## src/rtl/dpram_pkg.sv

```systemverilog
`timescale 1ns/1ps
// Shared constants and types for the dual-port RAM emulation arbiter.
// Latency: n/a (definitions only).
// Backpressure: n/a.
package dpram_pkg;

    // Arbitration modes
    localparam int ARB_RR    = 0;   // round-robin on conflict
    localparam int ARB_FIXED = 1;   // port A always wins a conflict

    // Port tag carried alongside an in-flight read
    localparam logic PORT_A = 1'b0;
    localparam logic PORT_B = 1'b1;

    // Cycles from read grant to RVALID on the requesting port
    localparam int RD_LAT = 2;

    // Bookkeeping for one issued read
    typedef struct packed {
        logic vld;
        logic tag;
    } rd_tag_t;

endpackage

```

## src/rtl/dpram_rr_arb.sv

```systemverilog
`timescale 1ns/1ps
// 2-way arbiter for the shared RAM macro, round-robin or fixed priority.
// Latency: grant is combinational from REQ; the last-grant pointer updates at the clock edge.
// Backpressure: a requester not granted simply keeps REQ high; grants are 0 while RST is high.
//
// Ports: CLK/RST clock and async active-high reset; REQ[0]=A, REQ[1]=B; GNT one-hot or zero.
module dpram_rr_arb
    import dpram_pkg::*;
#(
    parameter int ARB_MODE = ARB_RR
) (
    input  logic       CLK,
    input  logic       RST,
    input  logic [1:0] REQ,
    output logic [1:0] GNT
);

    // 1 = port B was granted most recently. Reset to B so A wins the first conflict.
    logic last_b;

    always_ff @(posedge CLK or posedge RST) begin
        if (RST) begin
            last_b <= 1'b1;
        end else if (|GNT) begin
            last_b <= GNT[1];
        end
    end

    always_comb begin
        GNT = 2'b00;
        if (!RST) begin
            case (REQ)
                2'b01:   GNT = 2'b01;
                2'b10:   GNT = 2'b10;
                2'b11: begin
                    if (ARB_MODE == ARB_FIXED || last_b) GNT = 2'b01;
                    else                                 GNT = 2'b10;
                end
                default: GNT = 2'b00;
            endcase
        end
    end

endmodule

```

## src/rtl/dpram_arbiter.sv

```systemverilog
`timescale 1ns/1ps
// Emulates a two-port RAM on one single-port RAM_BLOCK macro by arbitrating ports A and B.
// Latency: writes commit at the end of the grant cycle; read data + RVALID arrive RD_LAT cycles after the grant.
// Backpressure: a port holds REQ and its command until GNT (combinational) is seen; one access per cycle.
//
// Ports: CLK, RST (async active-high); per port X in {A,B}: X_REQ, X_WE, X_ADDR, X_WDATA in,
//        X_GNT, X_RVALID, X_RDATA out; macro side RAM_ADDR, RAM_WDATA, RAM_RD_WRN out, RAM_RDATA in.
module dpram_arbiter
    import dpram_pkg::*;
#(
    parameter int AW       = 8,
    parameter int DW       = 8,
    parameter int ARB_MODE = ARB_RR
) (
    input  logic          CLK,
    input  logic          RST,
    input  logic          A_REQ,
    input  logic          A_WE,
    input  logic [AW-1:0] A_ADDR,
    input  logic [DW-1:0] A_WDATA,
    output logic          A_GNT,
    output logic          A_RVALID,
    output logic [DW-1:0] A_RDATA,
    input  logic          B_REQ,
    input  logic          B_WE,
    input  logic [AW-1:0] B_ADDR,
    input  logic [DW-1:0] B_WDATA,
    output logic          B_GNT,
    output logic          B_RVALID,
    output logic [DW-1:0] B_RDATA,
    output logic [AW-1:0] RAM_ADDR,
    output logic [DW-1:0] RAM_WDATA,
    output logic          RAM_RD_WRN,
    input  logic [DW-1:0] RAM_RDATA
);

    logic [1:0] gnt;

    dpram_rr_arb #(
        .ARB_MODE (ARB_MODE)
    ) u_arb (
        .CLK (CLK),
        .RST (RST),
        .REQ ({B_REQ, A_REQ}),
        .GNT (gnt)
    );

    assign A_GNT = gnt[0];
    assign B_GNT = gnt[1];

    // Macro drive: the winner's command, otherwise a harmless read of address 0.
    always_comb begin
        RAM_ADDR   = '0;
        RAM_WDATA  = '0;
        RAM_RD_WRN = 1'b1;
        if (gnt[0]) begin
            RAM_ADDR   = A_ADDR;
            RAM_WDATA  = A_WDATA;
            RAM_RD_WRN = ~A_WE;
        end else if (gnt[1]) begin
            RAM_ADDR   = B_ADDR;
            RAM_WDATA  = B_WDATA;
            RAM_RD_WRN = ~B_WE;
        end
    end

    // Read tag pipeline. The macro registers RDATA one edge after the grant, so the
    // tag travels RD_LAT-1 stages and the last stage steers the capture into the port register.
    rd_tag_t                issue_tag;
    rd_tag_t [RD_LAT-2:0]   tag_q;
    rd_tag_t                done_tag;

    always_comb begin
        issue_tag.vld = (gnt[0] & ~A_WE) | (gnt[1] & ~B_WE);
        issue_tag.tag = gnt[1] ? PORT_B : PORT_A;
    end

    always_ff @(posedge CLK or posedge RST) begin
        if (RST) begin
            tag_q <= '0;
        end else begin
            tag_q[0] <= issue_tag;
            for (int i = 1; i < RD_LAT - 1; i++) begin
                tag_q[i] <= tag_q[i-1];
            end
        end
    end

    assign done_tag = tag_q[RD_LAT-2];

    // Per-port result registers: RDATA only changes when that port's own read completes.
    always_ff @(posedge CLK or posedge RST) begin
        if (RST) begin
            A_RVALID <= 1'b0;
            B_RVALID <= 1'b0;
            A_RDATA  <= '0;
            B_RDATA  <= '0;
        end else begin
            A_RVALID <= done_tag.vld && (done_tag.tag == PORT_A);
            B_RVALID <= done_tag.vld && (done_tag.tag == PORT_B);
            if (done_tag.vld && (done_tag.tag == PORT_A)) A_RDATA <= RAM_RDATA;
            if (done_tag.vld && (done_tag.tag == PORT_B)) B_RDATA <= RAM_RDATA;
        end
    end

endmodule

```

## config.mk

```make
export PLATFORM = sky130hd
export DESIGN_NAME = dpram_arbiter
export DESIGN_NICKNAME = d
export VERILOG_FILES = /design/src/rtl/dpram_pkg.sv /design/src/rtl/dpram_rr_arb.sv /design/src/rtl/dpram_arbiter.sv
export SDC_FILE = /design/constraint.sdc
export NUM_CORES = 1
export LEC_CHECK = 0
export BUFFER_PORTS_ARGS = -buffer_cell sky130_fd_sc_hd__buf_2
export CORE_MARGIN = 2
export CORE_UTILIZATION = 46
export CTS_CLUSTER_DIAMETER = 80
export DETAILED_ROUTE_END_ITERATION = 6
export HOLD_SLACK_MARGIN = 0.02
export PLACE_DENSITY = 0.93
export SLEW_MARGIN = 20
export SYNTH_ARGS = -nofsm -noshare
export SYNTH_HDL_FRONTEND = slang
export SYNTH_SLANG_ARGS = --single-unit
```

## constraint.sdc

```tcl
create_clock -name CLK -period 2 [get_ports CLK]
set_input_delay 0.1 -clock CLK [delete_from_list [all_inputs] [get_ports CLK]]
set_output_delay 0.1 -clock CLK [all_outputs]
set_load 0.01 [all_outputs]
```

==> flow_summary.toml, run 1 <==
[min_path]
hp-class = "in -> reg"

[setup_path]
critPathRequiredTime_ps = 1900
crit_type = "reg -> out"
cp_max_fo = 16
critical_path.cell_chain = "nor2b_1 > buf_4 > o32ai_1 > buf_2"
worst-path-buf-inv = 2
crit_family = "flip-flops"
slowest_delay_ps = 570
cp_data_arrival_time_ps = 1610
crit_path_start_kind = "flip-flop"
cp-end-kind = "primary output"
cp_slowest_cell = "dfstp_2"

[synthesis]
synth_area_per_cell_um2 = 11.6
yosysSeqAreaShare = 0.396
yosysWarningCount = 0
post_synth_instance_area_um2 = 1330
syn_nets = 161
synthCells = 115
ys_types = 23
ys_ff_latch = 21

[cells_and_area]
drive_gt1_frac = 0.613
n_antenna_cell = 0
final_area_um2 = 1740
mostFrequentLayoutCells = "buf_2 (82), nand2b_1 (34), dfrtp_1 (20)"
mostFrequentLayoutCell = "buf_2"
area_growth_pct = 31.0
final_nets = 241

[timing]
whs_ps = 41.1
report.final.slew_viol_count = 0
tns_ps = 0
finClkSkew_ps = 5.62
fin_crit_ps = 1710
setup_viol = 0
slew-limit-headroom = 0.694
hold_viol = 0
finalCritPeriodShare = 0.854
fmax_mhz = 586
rsz0062_at_grt = "false"
tightestPinTransition_ps = 458

[power]
ir_drop_mv = 0.594
p_per_area_nw_per_um2 = 733
p_switching_uw = 409
p_comb_frac = 0.391
p_int_uw = 870
pwr-share-seq = 0.459
switching_share = 0.320
clock_power_share = 0.151
leakagePower_uw = 0.000871

[floorplanning]
start_util = 0.482
ios = 83
rows = 19
core_um2 = 2760
die_w_um = 57.8
die_area_um2 = 3340
dieHeight_um = 57.8

[run_status]
outcome = "finished, final reports clean"

[cts]
cts_root_buf = "clkbuf_4"
cts_buffer_depth = 2
cts_tree = "built"
cts_hold_buf = 0
path_clk_slew_ps = 110
cts.sinks = 21
htree_levels = 1
post-cts-setup-buffer-count = 0
cts_buffers = 3
clock_latency_ps = 300
ctsResizeCount = 0

[drt]
dr.pass1.iters = 3
vias = 1148
drc = 0
wl_per_cell_um = 12.6
detail_route.wirelength_um = 2830
drt-initial-drc-count = 24
vias_per_cell = 5.10
ant_nets = 0

[placement]
placed_area_um2 = 1720
io_buffer_count = 82
dp_hpwl_um = 2260
finalWeightedCongestion = 0.770

[global_routing]
antenna_found_initial = 0
grtUsageTotal = 0.176
grt_overflow = 0
grt_max_degree = 40
grt_pass1_wl_um = 4620
first_global_vias = 1112

[flow_run]
drv_cap = 0
[per-stage QoR]
step | util | cells | total power, uW | setup slack (ps)
floorplan | - | 115 | 911 | 748
global placement | 0.622 | 221 | 1080 | 645
detailed placement | 0.622 | 221 | 1110 | 622
CTS | 0.632 | 225 | 1300 | 286
global route | 0.632 | 225 | 1370 | 180
finish | 0.632 | 225 | 1280 | 293
[metal layers]
metal  part of all wire  routed length (um)  track usage
met1               0.38                1080        0.202
met2               0.50                1410        0.321
met3               0.11                 308       0.0469
met4              0.011                  32       0.0498
met5                  0                   0            0
[flip-flops by register name, summed over array words and instances (netlist names)]
signal        flops
A_RDATA           8
A_RVALID          1
B_RDATA           8
B_RVALID          1
done_tag          2
u_arb.last_b      1
[cell families after synthesis]
kind of cell | count (synthesis) | synth area share
and+or+nand+nor | 43 | 0.197
AOI/OAI and AO/OA | 21 | 0.196
DFF | 21 | 0.396
buffers and inverters | 14 | 0.0762
muxes | 16 | 0.135
[Yosys cell counts]
cell type	number	area, um2
a21bo_1	1	10.0
a21boi_0	1	7.51
a22o_1	1	8.76
a32o_1	1	10.0
a32oi_1	1	8.76
buf_12	1	20.0
buf_2	2	10.0
buf_4	2	15.0
buf_6	3	33.8
clkbuf_1	2	7.51
dfrtp_1	20	500
dfstp_2	1	26.3
inv_1	3	11.3
inv_2	1	3.75
mux2_2	16	180
nand2_1	1	3.75
nand2b_1	34	213
nor2_1	3	11.3
nor2_2	1	6.26
nor2b_1	3	18.8
o32ai_1	6	52.6
o32ai_2	10	163
or2b_2	1	8.76
[final cells by class]
cell class | instances | area, um2
fill | 250 | 1010
tap | 31 | 38.8
clock inverter | 1 | 5.00
multi-input combinational | 80 | 702
sequential | 21 | 527
timing repair buffer | 85 | 433
inverter | 4 | 15.0
clock buffer | 3 | 22.5
[power by group through the flow]
stage | Sequential, uW | Clock [uW] | Combinational (uW)
floorplan | 649 | 0 | 262
global placement | 590 | 0 | 495
detailed placement | 598 | 0 | 507
CTS | 588 | 201 | 508
global route | 600 | 218 | 551
finish | 587 | 192 | 499
[path summary, 6_finish.rpt]
kind	slack (ps)	cells past startpoint	startpoint	to
hold / removal	40	2	RAM_RDATA[6]	A_RDATA[6]
setup / recovery	290	4	u_arb.last_b	RAM_ADDR[7]
max in group asynchronous	1670	3	RST	u_arb.last_b
min in group asynchronous	70	3	RST	done_tag[1]
setup reg to reg	770	2	done_tag[0]	A_RDATA[5]
hold reg to reg	510	1	A_RDATA[3]	A_RDATA[3]
(Power assumes the default switching activity.)
==> run 2, diff against run 1 <==
--- a/config.mk
+++ b/config.mk
@@ -6,6 +6,7 @@
 export NUM_CORES = 1
 export LEC_CHECK = 0
 export BUFFER_PORTS_ARGS = -buffer_cell sky130_fd_sc_hd__buf_2
+export CORE_ASPECT_RATIO = 1.2
 export CORE_MARGIN = 2
 export CORE_UTILIZATION = 46
 export CTS_CLUSTER_DIAMETER = 80
==> run 2 against run 1 <==
Flip-flop and latch count stayed put; die area hardly changed; hold slack better by 15 ps; power is 1.6% higher; via count is 1.9% higher; non-clock buffer count stayed put; routed wire length is 6.9% higher; first-iteration DRC count is 58% lower; utilization is 0.44 points lower; critical path depth stayed put.
==> flow_summary.toml, run 2 (synthesis gave the netlist of run 1 again) <==
[run_status]
outcome = "finished, final reports clean"

[cells_and_area]
final_area_um2 = 1750
drive_gt1_frac = 0.613
mostFrequentLayoutCell = "buf_2"
n_antenna_cell = 0
final_util = 0.628
final_nets = 241
area_growth_pct = 31.4
mostFrequentLayoutCells = "buf_2 (82), nand2b_1 (34), dfrtp_1 (20)"

[cts]
cts.sinks = 21
cts_buffer_depth = 2
htree_levels = 1
cts_root_buf = "clkbuf_4"
path_clk_slew_ps = 110
cts_tree = "built"
cts_buffers = 3
cts_hold_buf = 0
clock_latency_ps = 290

[global_routing]
grt_overflow = 0
grt_pass1_wl_um = 4830
grtUsageTotal = 0.186
first_global_vias = 1137
grt_max_degree = 40
antenna_found_initial = 0

[setup_path]
reg2reg_slack_ps = 780
ff2ff_path_depth = 2
cp-end-kind = "primary output"
critPathRequiredTime_ps = 1900
cp_max_fo = 11
worstReg2RegEnd = "A_RDATA[7]"
crit_type = "reg -> out"
cp_data_arrival_time_ps = 1640
crit_path_start_kind = "flip-flop"
r2r-start = "done_tag[0]"

[timing]
slew-limit-headroom = 0.696
setup_ws_ps = 256
whs_ps = 55.8
hold_viol = 0
rsz0062_at_grt = "false"
fin_crit_ps = 1740
fmax_mhz = 573
tightestPinTransition_ps = 456
report.final.slew_viol_count = 0
setup_viol = 0
tns_ps = 0
finalCritPeriodShare = 0.872
finClkSkew_ps = 2.08

[drt]
vias_per_cell = 5.13
drt-initial-drc-count = 10
dr.pass1.iters = 4
detail_route.wirelength_um = 3030
vias = 1170
drc = 0
ant_nets = 0
wl_per_cell_um = 13.3

[power]
leakagePower_uw = 0.000869
ir_drop_mv = 0.452
p_per_area_nw_per_um2 = 743

[placement]
dp_hpwl_um = 2550
placed_area_um2 = 1720
finalWeightedCongestion = 0.776
dp_slack_ps = 402
io_buffer_count = 82

[floorplanning]
die_w_um = 53.1
start_util = 0.478
die_area_um2 = 3340
core_um2 = 2790
dieHeight_um = 62.9
ios = 83
rows = 21

[min_path]
min_path_cells = 2
hold_start = "RAM_RDATA[5]"
whs_endpoint = "B_RDATA[5]"
hp-class = "in -> reg"

[flow_run]
drv_cap = 0
## run 2: critical path: stages (launching register included)
cell	delay [ps]
dfstp_2	590
nor2b_2	110
buf_4	200
o32ai_1	280
buf_2	180
## run 2: worst max-delay path by stage
stage,startpoint,to,slack [ps]
finish,u_arb.last_b,RAM_ADDR[1],260
global route,u_arb.last_b,RAM_ADDR[7],160
CTS,u_arb.last_b,RAM_ADDR[1],60
detailed placement,u_arb.last_b,RAM_ADDR[1],400
global placement,u_arb.last_b,RAM_ADDR[2],430
floorplan,u_arb.last_b,RAM_ADDR[6],750
## run 2: report_power, final
part | internal, uW | total, uW | switching (uW) | leakage [uW]
registers | 538 | 597 | 58.8 | 0.000250
clock network | 77.4 | 193 | 115 | 0.0000150
logic | 259 | 509 | 250 | 0.000604
## run 2: repair_timing
item	4_1_cts	5_1_grt
setup buffers	0	0
endpoints found under the setup margin	0	11
resized for setup	0	1
## run 2: routing by layer
layer  up-vias  wire [um]  track usage
met5         -          0            0
met4         0          0       0.0288
li1        567          -            -
met1       532       1130        0.197
met2        71       1590        0.369
met3         0        302       0.0311
## run 2: cell type report
class	instances	area, um2
fill	257	1040
sequential	21	527
inverter	4	15.0
tap	34	42.5
clock buffer	4	26.3
timing repair buffer	85	433
multi-input combinational	80	704
## run 2: through the flow
step,total power [uW],cells
2_1_floorplan,911,115
3_3_place_gp,1090,224
3_5_place_dp,1120,224
4_1_cts,1310,228
5_1_grt,1390,228
6_report,1300,228
==> run 3, diff against run 2 <==
==> constraint.sdc (replaced) <==
create_clock -name CLK -period 2 [get_ports CLK]
set_input_delay 0.4 -clock CLK [delete_from_list [all_inputs] [get_ports CLK]]
set_output_delay 0.4 -clock CLK [all_outputs]
set_load 0.01 [all_outputs]
==> run 3 against run 2 <==
Power rose by 4.2%; first-iteration DRC count rose by 90%; sequential share of layout area fell by 2.0 points; routed wire length rose by 7.9%; clock power barely moved; combinational power rose by 12%; global-route usage fell by 0.47 points; critical path type unchanged; setup slack got worse by 190 ps; design area rose by 6.9%; maximum frequency fell by 10%; final cell count rose by 2.2%.
==> flow_summary.toml, run 3 (synthesis gave the netlist of run 1 again) <==
[run_status]
outcome = "finished, final reports clean"

[placement]
dp_slack_ps = 129
finalWeightedCongestion = 0.769
io_buffer_count = 82

[cts]
cts_hold_buf = 0
cts.sinks = 21
htree_levels = 1
cts_tree = "built"
cts_root_buf = "clkbuf_4"
cts_buffers = 3
cts_buffer_depth = 2
path_clk_slew_ps = 100
clock_latency_ps = 290

[setup_path]
reg2reg_slack_ps = 770
critPathCapture = "RAM_WDATA[5]"
worstReg2RegEnd = "A_RDATA[0]"
ff2ff_path_depth = 2
critPathRequiredTime_ps = 1600
crit_type = "reg -> out"
crit_path_start_kind = "flip-flop"
cp-end-kind = "primary output"
r2r-start = "done_tag[0]"
startpoint = "u_arb.last_b"
cp_data_arrival_time_ps = 1540
cp_max_fo = 8

[global_routing]
grt_max_degree = 40
grt_overflow = 0
antenna_found_initial = 0
first_global_vias = 1169
grt_pass1_wl_um = 4740
grtUsageTotal = 0.182

[floorplanning]
die_area_um2 = 3340
start_util = 0.478
die_w_um = 53.1
rows = 21
dieHeight_um = 62.9
core_um2 = 2790
ios = 83

[drt]
dr.pass1.iters = 4
vias_per_cell = 5.16
detail_route.wirelength_um = 3270
vias = 1203
wl_per_cell_um = 14.0
drt-initial-drc-count = 19
ant_nets = 0
drc = 0

[timing]
finClkSkew_ps = 0.847
finalCritPeriodShare = 0.969
setup_viol = 0
whs_ps = 347
fin_crit_ps = 1940
hold_viol = 0
rsz0062_at_grt = "true"
report.final.slew_viol_count = 0
fmax_mhz = 516
setup_ws_ps = 61.1
slew-limit-headroom = 0.689
tightestPinTransition_ps = 467
tns_ps = 0

[cells_and_area]
n_antenna_cell = 0
mostFrequentLayoutCell = "buf_2"
final_nets = 246
area_growth_pct = 40.5
drive_gt1_frac = 0.648
mostFrequentLayoutCells = "buf_2 (82), nand2b_1 (34), dfrtp_1 (20)"

[power]
ir_drop_mv = 0.415
leakagePower_uw = 0.000912
p_per_area_nw_per_um2 = 724

[min_path]
hp-class = "in -> reg"

[flow_run]
drv_cap = 0
## run 3: repair_timing
action	4_1_cts	5_1_grt
gates resized for setup	4	12
gates cloned	0	2
setup buffers	1	3
hold endpoints to repair	0	0
pin swaps	0	2
endpoints found under the setup margin	17	16
## run 3: layout make-up
cell class	instances	area, um2
clock buffer	4	26.3
fill	244	916
inverter	4	15.0
multi-input combinational	81	785
sequential	21	527
tap	34	42.5
timing repair buffer	89	474
## run 3: worst min-delay path by stage
stage                      start          to  slack, ps  depth (start not counted)
global route        RAM_RDATA[6]  A_RDATA[6]        330                          2
global placement      A_RDATA[3]  A_RDATA[3]        480                          1
detailed placement    B_RDATA[1]  B_RDATA[1]        490                          1
finish              RAM_RDATA[6]  B_RDATA[6]        350                          2
floorplan             A_RDATA[0]  A_RDATA[0]        550                          1
CTS                 RAM_RDATA[6]  A_RDATA[6]        330                          2
## run 3: stage by stage
| step | utilization | total power, uW | instance area [um2] | std cells |
|---|---|---|---|---|
| 2_1_floorplan | - | 911 | 1330 | 115 |
| 5_1_grt | 0.671 | 1460 | 1870 | 233 |
| 3_3_place_gp | 0.615 | 1080 | 1710 | 223 |
| 3_5_place_dp | 0.615 | 1110 | 1710 | 223 |
| 6_report | 0.671 | 1350 | 1870 | 233 |
| 4_1_cts | 0.633 | 1310 | 1760 | 228 |
## run 3: layer usage
| layer | vias up | global-route usage | share of wire |
|---|---|---|---|
| li1 | 579 | - | - |
| met1 | 551 | 0.195 | 0.36 |
| met2 | 71 | 0.341 | 0.53 |
| met3 | 2 | 0.0359 | 0.11 |
| met4 | 0 | 0.0545 | 0.0043 |
| met5 | - | 0 | 0 |
## run 3: where the power goes
group          leakage, uW  internal (uW)  switching [uW]  total [uW]
Combinational     0.000647            295             274         569
Sequential        0.000250            538            54.4         592
Clock            0.0000150           77.6             113         191
Total             0.000912            911             442        1350
## run 3: worst max-delay path, cell delays in order (launching register included)
cell,delay (ps)
dfstp_2,600
nor2b_4,70
buf_6,140
o32ai_2,250
buf_2,180
